--- config.mk ---
export PLATFORM = sky130hd
export DESIGN_NAME = hamming_encoder_7_4_tx
export DESIGN_NICKNAME = d
export VERILOG_FILES = /design/src/rtl/hamming_encoder_7_4_tx_pkg.sv /design/src/rtl/hamming_parity_7_4.sv /design/src/rtl/hamming_encoder_7_4_tx.sv
export SDC_FILE = /design/constraint.sdc
export NUM_CORES = 1
export LEC_CHECK = 0
export BUFFER_PORTS_ARGS = -buffer_cell sky130_fd_sc_hd__buf_2
export CORE_MARGIN = 8
export CORE_UTILIZATION = 57
export DETAILED_ROUTE_END_ITERATION = 6
export GPL_TIMING_DRIVEN = 0
export PLACE_DENSITY = 0.79
export SKIP_CTS_REPAIR_TIMING = 1
export SYNTH_ARGS = -nofsm -noshare
export SYNTH_HDL_FRONTEND = slang
export SYNTH_HIERARCHICAL = 1
export SYNTH_SLANG_ARGS = --single-unit
--- constraint.sdc ---
create_clock -name clk -period 3 [get_ports clk]
set_clock_uncertainty 0.05 [all_clocks]
set_input_delay 0.6 -clock clk [delete_from_list [all_inputs] [get_ports clk]]
set_output_delay 0.6 -clock clk [all_outputs]
set_load 0.01 [all_outputs]
--- src/rtl/hamming_encoder_7_4_tx_pkg.sv ---
// Shared Hamming(7,4) link definitions: frame geometry and transmitter state encodings.
// The serial decoder imports the same package, so both ends agree on bit order.
package hamming_encoder_7_4_tx_pkg;

  localparam int HAM_CW_LEN   = 7;
  localparam int HAM_DATA_LEN = 4;
  localparam logic [2:0] HAM_IDX_LAST = 3'd6;

  localparam logic [1:0] ST_IDLE  = 2'd0;
  localparam logic [1:0] ST_SHIFT = 2'd1;

endpackage

--- src/rtl/hamming_parity_7_4.sv ---
// Combinational Hamming(7,4) codeword builder; codeword[0] is position 1 (p1), sent first.
// Layout by position: p1 p2 d1 p3 d2 d3 d4.
module hamming_parity_7_4
  import hamming_encoder_7_4_tx_pkg::*;
#(
  parameter bit ODD_PARITY = 1'b0
) (
  input  logic [HAM_DATA_LEN-1:0] data,
  output logic [HAM_CW_LEN-1:0]   codeword
);

  logic d1, d2, d3, d4;
  logic p1, p2, p3;

  always_comb begin
    d1 = data[0];
    d2 = data[1];
    d3 = data[2];
    d4 = data[3];
    p1 = d1 ^ d2 ^ d4 ^ ODD_PARITY;
    p2 = d1 ^ d3 ^ d4 ^ ODD_PARITY;
    p3 = d2 ^ d3 ^ d4 ^ ODD_PARITY;
    codeword = {d4, d3, d2, p3, d1, p2, p1};
  end

endmodule

--- src/rtl/hamming_encoder_7_4_tx.sv ---
// Serial Hamming(7,4) transmitter: accepts a nibble, shifts its 7-bit codeword out p1 first,
// one bit per enabled cycle, with back-to-back frames when a nibble is offered on the last bit.
module hamming_encoder_7_4_tx
  import hamming_encoder_7_4_tx_pkg::*;
#(
  parameter bit   ODD_PARITY = 1'b0,
  parameter logic IDLE_LEVEL = 1'b0
) (
  input  logic                    clk,
  input  logic                    rst,
  input  logic                    ena,
  input  logic [HAM_DATA_LEN-1:0] data_in,
  input  logic                    data_valid,
  output logic                    data_ready,
  output logic                    enc_out,
  output logic                    enc_valid,
  output logic                    frame_start,
  output logic                    busy
);

  // Handshake: a nibble transfers on a rising edge where data_valid and data_ready are both 1;
  // data_ready depends only on ena and frame position, never on data_valid.

  logic [1:0]            state_q, state_d;
  logic [2:0]            idx_q, idx_d;
  logic [HAM_CW_LEN-1:0] shift_q, shift_d;
  logic                  enc_out_q, enc_out_d;
  logic [HAM_CW_LEN-1:0] codeword;
  logic                  last_bit;
  logic                  accept;

  hamming_parity_7_4 #(
    .ODD_PARITY (ODD_PARITY)
  ) u_parity (
    .data     (data_in),
    .codeword (codeword)
  );

  assign last_bit   = (state_q == ST_SHIFT) && (idx_q == HAM_IDX_LAST);
  assign data_ready = !rst && ena && ((state_q == ST_IDLE) || last_bit);
  assign accept     = data_valid && data_ready;

  always_comb begin
    state_d   = state_q;
    idx_d     = idx_q;
    shift_d   = shift_q;
    enc_out_d = enc_out_q;
    // shift_q holds the bits still to be sent, next one in bit 0; enc_out_q is the bit on the wire.
    if (idx_q > HAM_IDX_LAST) begin
      state_d   = ST_IDLE;
      idx_d     = 3'd0;
      shift_d   = '0;
      enc_out_d = IDLE_LEVEL;
    end else if (ena) begin
      if (accept) begin
        state_d   = ST_SHIFT;
        idx_d     = 3'd0;
        shift_d   = {1'b0, codeword[HAM_CW_LEN-1:1]};
        enc_out_d = codeword[0];
      end else if ((state_q == ST_SHIFT) && !last_bit) begin
        idx_d     = idx_q + 3'd1;
        shift_d   = {1'b0, shift_q[HAM_CW_LEN-1:1]};
        enc_out_d = shift_q[0];
      end else begin
        state_d   = ST_IDLE;
        idx_d     = 3'd0;
        shift_d   = '0;
        enc_out_d = IDLE_LEVEL;
      end
    end
  end

  always_ff @(posedge clk or posedge rst) begin
    if (rst) begin
      state_q   <= ST_IDLE;
      idx_q     <= 3'd0;
      shift_q   <= '0;
      enc_out_q <= IDLE_LEVEL;
    end else begin
      state_q   <= state_d;
      idx_q     <= idx_d;
      shift_q   <= shift_d;
      enc_out_q <= enc_out_d;
    end
  end

  assign enc_out     = enc_out_q;
  assign busy        = (state_q == ST_SHIFT);
  assign enc_valid   = busy;
  assign frame_start = busy && (idx_q == 3'd0);

endmodule

After elaboration in Yosys (flattened, before gate mapping)
Cells that the tools add are included.

Register bits after elaboration: 13. Word-level logic and storage cells: 44. Input port bits: 8. Output and inout bits: 5.

Order comparisons: 1. Add/sub/neg operators: 1. Equality and inequality tests: 3. Reductions and logical operators: 13. Bitwise operators: 6. Muxes and demuxes: 16.

Operator list (number): 2-to-1 mux 7 bit (2); 2-to-1 mux 3 bit (4); 2-to-1 mux 6 bit (2); 2-to-1 mux 2 bit (4); logical AND 1 bit (6); XOR 1 bit (6); 2-to-1 mux 1 bit (4); adder 3 x 1 -> 3 bit (second input constant) (1); equality test 3 bit (second input constant) (1); greater-than comparator 3 bit (second input constant) (1); logical NOT 3 bit (1); != test 3 bit (second input constant) (1); equality test 2 x 1 -> 1 bit (second input constant) (1); logical NOT 1 bit (2); logical NOT 2 bit (1); AND reduction 2 bit (1); nonzero test 2 bit (1); logical OR 1 bit (1).

Longest topological paths before layout
Gate-level depths: netlist of run 1.

Depth after elaboration: 8. Mapped depth: 5. Mapped depth without buffers: 5.

Modules after synthesis
Netlist of run 1, hierarchy kept.

Modules (own cells, without submodules): hamming_encoder_7_4_tx (cells an instance 58, times used 1, area each 619.3 um^2, sequential area each 275.3 um^2); hamming_parity_7_4 (cells an instance 10, times used 1, area each 123.9 um^2, sequential area each 0.0 um^2).

Worst setup path after synthesis of run 1
Ideal clock, no wire load.

Path kind: reg2out. Start: reg idx_q[0]. End: out data_ready. Path buffers: 0. Path slack: 1161 ps. Cell stages (with the launch flop): 5. Arrival time: 1189 ps. Cells stage by stage: dfrtp_1 -> inv_1 -> ha_1 -> a21boi_1 -> nor3b_1.

Cells in the longest elaborated chain, start to end: 4.

Ends and longest elaborated chain: start, declared (RTL line hamming_encoder_7_4_tx.sv:25) `logic [2:0] idx_q, idx_d;`; start signal, assigned (RTL line hamming_encoder_7_4_tx.sv:81) `idx_q <= idx_d;`; equality test 3 bit (RTL line hamming_encoder_7_4_tx.sv:39) `assign last_bit = (state_q == ST_SHIFT) && (idx_q == HAM_IDX_LAST);`; logical AND 1 bit (RTL line hamming_encoder_7_4_tx.sv:39); logical OR 1 bit (RTL line hamming_encoder_7_4_tx.sv:40) `assign data_ready = !rst && ena && ((state_q == ST_IDLE) || last_bit);`; logical AND 1 bit (RTL line hamming_encoder_7_4_tx.sv:40); end, declared (RTL line hamming_encoder_7_4_tx.sv:14) `output logic data_ready,`.

Every way passes these cells.

Worst setup path in the final report of run 1
Same ends and word-level chain as after synthesis.

==> results of run 1 <==
cell families (layout without fill, tap and decap cells):
| kind of cell | after synthesis | count (layout) |
|---|---|---|
| AND/OR/NAND/NOR | 21 | 21 |
| buffers and inverters | 14 | 30 |
| XOR/XNOR | 3 | 3 |
| multiplexers | 2 | 2 |
| flip-flops | 11 | 11 |
| AO/OA/AOI/OAI | 14 | 14 |
| adder cells (fa/ha/maj) | 3 | 3 |
layout make-up:
class                   count  share of cell area, %
repair buffers             12                   7.08
inverters                   4                   1.77
plain buffers              10                   7.96
well taps                  15                   2.21
flip-flops and latches     11                   32.4
clock buffers               4                   3.10
multi-input cells          43                   45.4
per-layer routing:
metal  wire, um  share of wire [%]  vias to the layer above
met1        676                 44                      280
met3         81                5.2                        6
met2        759                 49                       18
met4         37                2.4                        0
li1           -                  -                      278
met5          0                  0                        -
stage by stage:
step | total power [mW] | setup WS, ns | utilization, % | instance area, um^2
after floorplan | 0.424 | 1.16 | - | 743
after global placement | 0.490 | 1.01 | 65.6 | 822
after detailed placement | 0.505 | 0.971 | 65.6 | 822
after CTS | 0.608 | 0.715 | 67.7 | 848
after global routing | 0.653 | 0.628 | 67.7 | 848
final | 0.605 | 0.703 | 67.7 | 848
placed cells by master (no fill, tap or decap):
| cell | synthesis | routed |
|---|---|---|
| a211oi_1 | 1 | 1 |
| a21boi_1 | 1 | 1 |
| a21o_1 | 1 | 1 |
| a221o_1 | 6 | 6 |
| a221oi_1 | 1 | 1 |
| a41o_1 | 1 | 1 |
| and2_1 | 1 | 1 |
| and3_1 | 7 | 7 |
| and3b_1 | 1 | 1 |
| buf_2 | 0 | 12 |
| buf_4 | 8 | 8 |
| clkbuf_1 | 2 | 3 |
| clkbuf_4 | 0 | 3 |
| dfrtp_1 | 11 | 11 |
| ha_1 | 3 | 3 |
| inv_1 | 4 | 4 |
| mux2_2 | 1 | 1 |
| mux2i_1 | 1 | 1 |
| nand2_1 | 2 | 2 |
| nand2b_1 | 2 | 2 |
| nand3_1 | 2 | 2 |
| nor2_1 | 3 | 3 |
| nor3b_1 | 1 | 1 |
| nor4_4 | 1 | 1 |
| o21ai_0 | 2 | 2 |
| o31ai_1 | 1 | 1 |
| or4_1 | 1 | 1 |
| xor3_1 | 3 | 3 |
power groups by stage:
stage          logic [mW]  clock network, mW  registers, mW
2_1_floorplan       0.188                  0          0.236
3_3_place_gp        0.252                  0          0.239
3_5_place_dp        0.262                  0          0.243
4_1_cts             0.264              0.104          0.240
5_1_grt             0.290              0.112          0.251
6_report            0.261              0.102          0.242
registers in the layout, indices dropped and copies added (netlist names):
name / cells
idx_q: 3
shift_q: 6
state_q: 1
enc_out: 1
how the worst max path moves through the flow:
stage                         start    endpoint  slack, ns  cells after the start
2_1_floorplan  idx_q[0]$_DFFE_PP0P_  data_ready       1.16                      4
3_3_place_gp                    ena  data_ready       1.01                      4
3_5_place_dp                    ena  data_ready       0.97                      4
4_1_cts        idx_q[0]$_DFFE_PP0P_  data_ready       0.71                      5
5_1_grt        idx_q[0]$_DFFE_PP0P_  data_ready       0.63                      5
6_report       idx_q[0]$_DFFE_PP0P_  data_ready       0.70                      5
worst register-to-register path: cells and delay by family, from the launching register on:
family,cells,cell delay [ns]
compound gates,1,0.25
simple gates,2,0.69
fa+ha+maj,1,0.28
buf+inv,1,0.10
flops,1,0.43
==> reports/qor.csv, run 1 <==
stage;metric;value;unit
routing;antenna_left;0;
global_route;use_met1;14.4;%
logic_synthesis;yosys_warnings;6;
routing;drc_errors;0;
sta;min_period_over_period;76.6;%
logic_synthesis;synth_seq_cells;11;
sta;min_period;2.30;ns
logic_synthesis;netlist_top_cells_area;dfrtp_1 (37%), xor3_1 (9.6%), a221o_1 (8.1%);
logic_synthesis;yosysMostFrequentCell;dfrtp_1;
critical_path;critPathArrivalTime;1.65;ns
routing;vias_per_cell;5.88;
placed_design;dp_cells;95;
sta;fmax;435;MHz
clock_network;cts_sinks;11;
sta;worst_slew_pin_slew;0.549;ns
pwr;max-vdd-ir-drop;363;uV
pwr;power.switching;0.227;mW
logic_synthesis;synth.distinct_cells;26;
sta;fin_setup_tns;0;ns
pwr;p_seq_share;40.0;%
placed_design;io_buffers;12;
critical_path;ff2ff_path_depth;5;
clock_network;clockBufferDepth;2;
logic_synthesis;yosys.area_share.adder;5.05;%
pwr;pwr-share-clk;16.8;%
global_route;gr-usage-met3;3.42;%
sta;grt_setup_unrepaired;no;
sta;slew-limit-headroom;63.0;%
global_route;grt_pass1_vias;557;
hold_path;min-delay-path-class;in2async;
critical_path;crit_family;flip-flops;
cells_and_area;diodes;0;
floorplanning;ios;13;
clock_network;cts_max_level;1;
logic_synthesis;syn_avg_cell_area;10.9;um^2
cells_and_area;num-fill-cells;97;
sta;whs;0.311;ns
floorplanning;die_h;52.1;um
pwr;p_leak;0.459;nW
logic_synthesis;synthFlopType;dfrtp_1;
clock_network;cts_buffers;3;
clock_network;root_buffer;clkbuf_4;
routing;dr.pass1.iters;4;
sta;slew_violations;0;
cells_and_area;area_delta_synth_final;14.1;%
pwr;power_density;713;nW/um^2
floorplanning;core;1250;um^2
run;cap_violations;0;
critical_path;cp-start-kind;flip-flop;
global_route;grt_max_degree;12;
critical_path;path_cells;inv_1 > ha_1 > a21boi_1 > nor3b_1 > buf_2;
critical_path;crit_path_end_kind;output pin;
global_route;antenna_found_initial;0;
cells_and_area;layout-drive-gt1-share;29.8;%
clock_network;clk_latency;0.27;ns
floorplanning;die_w;52.1;um
sta;finalSetupViolations;0;
critical_path;cp_max_fo;6;
logic_synthesis;synthMuxAreaShare;2.86;%
critical_path;cp_slowest_stage_delay;0.42;ns
routing;initialDrtViolationCount;20;
critical_path;r2r-end;shift_q[4]$_DFFE_PP0P_;
critical_path;rr_startpoint;idx_q[0]$_DFFE_PP0P_;
logic_synthesis;synthesis.area;743;um^2
logic_synthesis;synth.net_count;79;
logic_synthesis;async_reset_ff_share;100;%
run_status;status;complete, no violations;
floorplanning;std_cell_rows;13;
logic_synthesis;synth_xor_area_share;9.60;%
logic_synthesis;yosys.area_share.simple;18.4;%
critical_path;crit_slowest_cell;dfrtp_1;
clock_network;cts_tree;built;
logic_synthesis;synth_compound_area_share;16.0;%
pwr;p_int;0.378;mW
routing;detail_route.wl_per_cell;15.7;um
logic_synthesis;synthTopCellsByCount;dfrtp_1 (11), buf_4 (8), and3_1 (7);
logic_synthesis;synth_top_family_by_area;simple AND/OR/NAND/NOR gates;
floorplanning;die_area;2720;um^2
routing;drt_wl_total;1550;um
critical_path;crit_buf_inv;2;
placed_design;hpwl;1190;um
global_route;grt_pass1_wl;2490;um
global_route;grt_use_met2;20.2;%
cells_and_area;multiInputGateArea;385;um^2
logic_synthesis;syn-instance-count;68;
logic_synthesis;yosysTopAreaCell;dfrtp_1;
critical_path;rrSetupSlack;1.14;ns
cells_and_area;final_nets;96;
routing;vias;582;
cells_and_area;fin_cells;99;
critical_path;critPathKind;reg2out;
floorplanning;start_util;59.3;%
logic_synthesis;post-synth-top-area-fraction;37.0;%
placed_design;gp_congestion;0.747;
pwr;combinationalPowerShare;43.2;%
sta;finalHoldViolCount;0;
logic_synthesis;seq_area_frac_synth;37.0;%
cells_and_area;register_area;275;um^2
global_route;grt_usage;12.4;%
clock_network;clk_pin_slew;0.07;ns
logic_synthesis;synth-edff-count;0;
global_route;overflow;0;
global_route;top_usage_layer;met2;
critical_path;crit_required;2.35;ns
pwr;p_sw_share;37.5;%
Power figures use the tool's default switching activity.
==> run 2, diff against run 1 <==
--- a/config.mk
+++ b/config.mk
@@ -7,10 +7,10 @@
 export LEC_CHECK = 0
 export BUFFER_PORTS_ARGS = -buffer_cell sky130_fd_sc_hd__buf_2
 export CORE_MARGIN = 8
-export CORE_UTILIZATION = 57
+export CORE_UTILIZATION = 48
 export DETAILED_ROUTE_END_ITERATION = 6
 export GPL_TIMING_DRIVEN = 0
-export PLACE_DENSITY = 0.79
+export PLACE_DENSITY = 0.71
 export SKIP_CTS_REPAIR_TIMING = 1
 export SYNTH_ARGS = -nofsm -noshare
 export SYNTH_HDL_FRONTEND = slang
==> constraint.sdc (replaced) <==
create_clock -name clk -period 2 [get_ports clk]
set_clock_uncertainty 0.05 [all_clocks]
set_input_delay 0.4 -clock clk [delete_from_list [all_inputs] [get_ports clk]]
set_output_delay 0.4 -clock clk [all_outputs]
set_load 0.01 [all_outputs]
==> reports/qor.csv, run 2 (same netlist as run 1, synthesis figures left out) <==
stage;metric;value;unit
run_status;status;complete, no violations;
cells_and_area;reg_top3;shift_q x6, idx_q x3;
placed_design;placed_cell_area;823;um^2
pwr;power_density;1060;nW/um^2
critical_path;cp-start-kind;flip-flop;
critical_path;ff2ff_path_depth;5;
cells_and_area;final_cell_mix;buf_2 (12), dfrtp_1 (11), buf_4 (8);
routing;drt_wl_total;1480;um
cells_and_area;largest_reg_flops;6;
critical_path;critPathArrivalTime;1.43;ns
global_route;grt_pass1_vias;535;
cells_and_area;fin_area;866;um^2
clock_network;cts_tree;built;
floorplanning;ios;13;
critical_path;critPathKind;reg2out;
cells_and_area;diodes;0;
critical_path;rrSetupSlack;0.24;ns
routing;vias;542;
floorplanning;std_cell_rows;14;
cells_and_area;area_delta_synth_final;16.5;%
global_route;grt_max_degree;12;
clock_network;root_buffer;clkbuf_4;
run;cap_violations;0;
sta;slew-limit-headroom;60.7;%
critical_path;crit_required;1.55;ns
placed_design;io_buffers;12;
critical_path;cp_max_fo;6;
cells_and_area;layout-drive-gt1-share;32.1;%
sta;fmax;531;MHz
floorplanning;die_area;3060;um^2
cells_and_area;final_nets;96;
pwr;max-vdd-ir-drop;617;uV
sta;grt_setup_unrepaired;no;
clock_network;clockBufferDepth;2;
routing;drc_errors;0;
global_route;grt_pass1_wl;2410;um
cells_and_area;layout_commonest_cell;buf_2;
sta;min_period;1.88;ns
sta;finalSetupViolations;0;
cells_and_area;fin_cells;100;
routing;initialDrtViolationCount;17;
clock_network;clk_latency;0.27;ns
routing;antenna_left;0;
routing;vias_per_cell;5.42;
clock_network;cts_buffers;3;
sta;min_period_over_period;94.2;%
clock_network;cts_max_level;1;
cells_and_area;final_util;58.8;%
cells_and_area;top_register;shift_q;
floorplanning;core;1470;um^2
sta;finalHoldViolCount;0;
critical_path;rr_startpoint;idx_q[0]$_DFFE_PP0P_;
placed_design;hpwl;1110;um
floorplanning;die_w;55.4;um
critical_path;crit_path_end_kind;output pin;
sta;slew_violations;0;
placed_design;gp_congestion;0.821;
global_route;grt_usage;9.55;%
hold_path;min-delay-path-class;in2async;
placed_design;dp_cells;96;
critical_path;r2r-end;shift_q[0]$_DFFE_PP0P_;
routing;detail_route.wl_per_cell;14.8;um
routing;dr.pass1.iters;4;
global_route;overflow;0;
clock_network;clk_pin_slew;0.07;ns
global_route;antenna_found_initial;0;
pwr;p_leak;0.459;nW
floorplanning;start_util;50.5;%
floorplanning;die_h;55.4;um
clock_network;cts_sinks;11;
sta;worst_slew_pin_slew;0.583;ns
==> run 2: cell counts in the layout (fill, tap and decap cells not counted) <==
Identical to the previous run, type by type.
==> run 2: metrics by stage <==
| step | setup TNS [ns] | hold WS (ns) | total power [mW] | worst slack (ns) |
|---|---|---|---|---|
| 6_report | 0 | 0.102 | 0.920 | 0.116 |
| 5_1_grt | 0 | 0.130 | 0.993 | 0.00238 |
| 4_1_cts | -0.0785 | 0.110 | 0.905 | -0.0785 |
| 3_5_place_dp | 0 | 0.409 | 0.752 | 0.198 |
| 3_3_place_gp | 0 | 0.411 | 0.737 | 0.222 |
| 2_1_floorplan | 0 | 0.202 | 0.636 | 0.361 |
==> run 2: worst max path at each step <==
stage | slack, ns | startpoint | endpoint | cells after the start
2_1_floorplan | 0.36 | idx_q[0]$_DFFE_PP0P_ | data_ready | 4
3_3_place_gp | 0.22 | idx_q[0]$_DFFE_PP0P_ | shift_q[1]$_DFFE_PP0P_ | 5
3_5_place_dp | 0.20 | idx_q[0]$_DFFE_PP0P_ | shift_q[0]$_DFFE_PP0P_ | 5
4_1_cts | -0.08 | idx_q[0]$_DFFE_PP0P_ | data_ready | 5
5_1_grt | 0.002 | idx_q[0]$_DFFE_PP0P_ | data_ready | 5
6_report | 0.12 | idx_q[0]$_DFFE_PP0P_ | data_ready | 5
==> run 2: worst max-delay path, stage by stage (launching register included) <==
cell and delay (ns):
dfrtp_1 0.41, inv_1 0.13, ha_4 0.19, a21boi_2 0.09, nor3b_1 0.18, buf_2 0.16
==> run 2: layer usage <==
layer / track usage, % / share of wire [%] / wire (um)
met1: 11.3 / 47 / 692
met2: 13.9 / 46 / 682
met3: 5.48 / 5.4 / 80
met4: 3.52 / 1.6 / 24
met5: 0 / 0 / 0
==> run 2: power by group <==
part | switching (mW) | total (mW) | internal (mW)
clock network | 0.0729 | 0.150 | 0.0772
logic | 0.194 | 0.404 | 0.210
registers | 0.0753 | 0.366 | 0.291
total | 0.342 | 0.920 | 0.578
==> run 2: layout make-up <==
cell class                 instances  area (um^2)
fill                             133          606
timing repair buffer              12         60.1
buffer                            10         67.6
inverter                           4         15.0
multi-input combinational         43          402
tap                               16         20.0
sequential                        11          275
clock buffer                       4         26.3
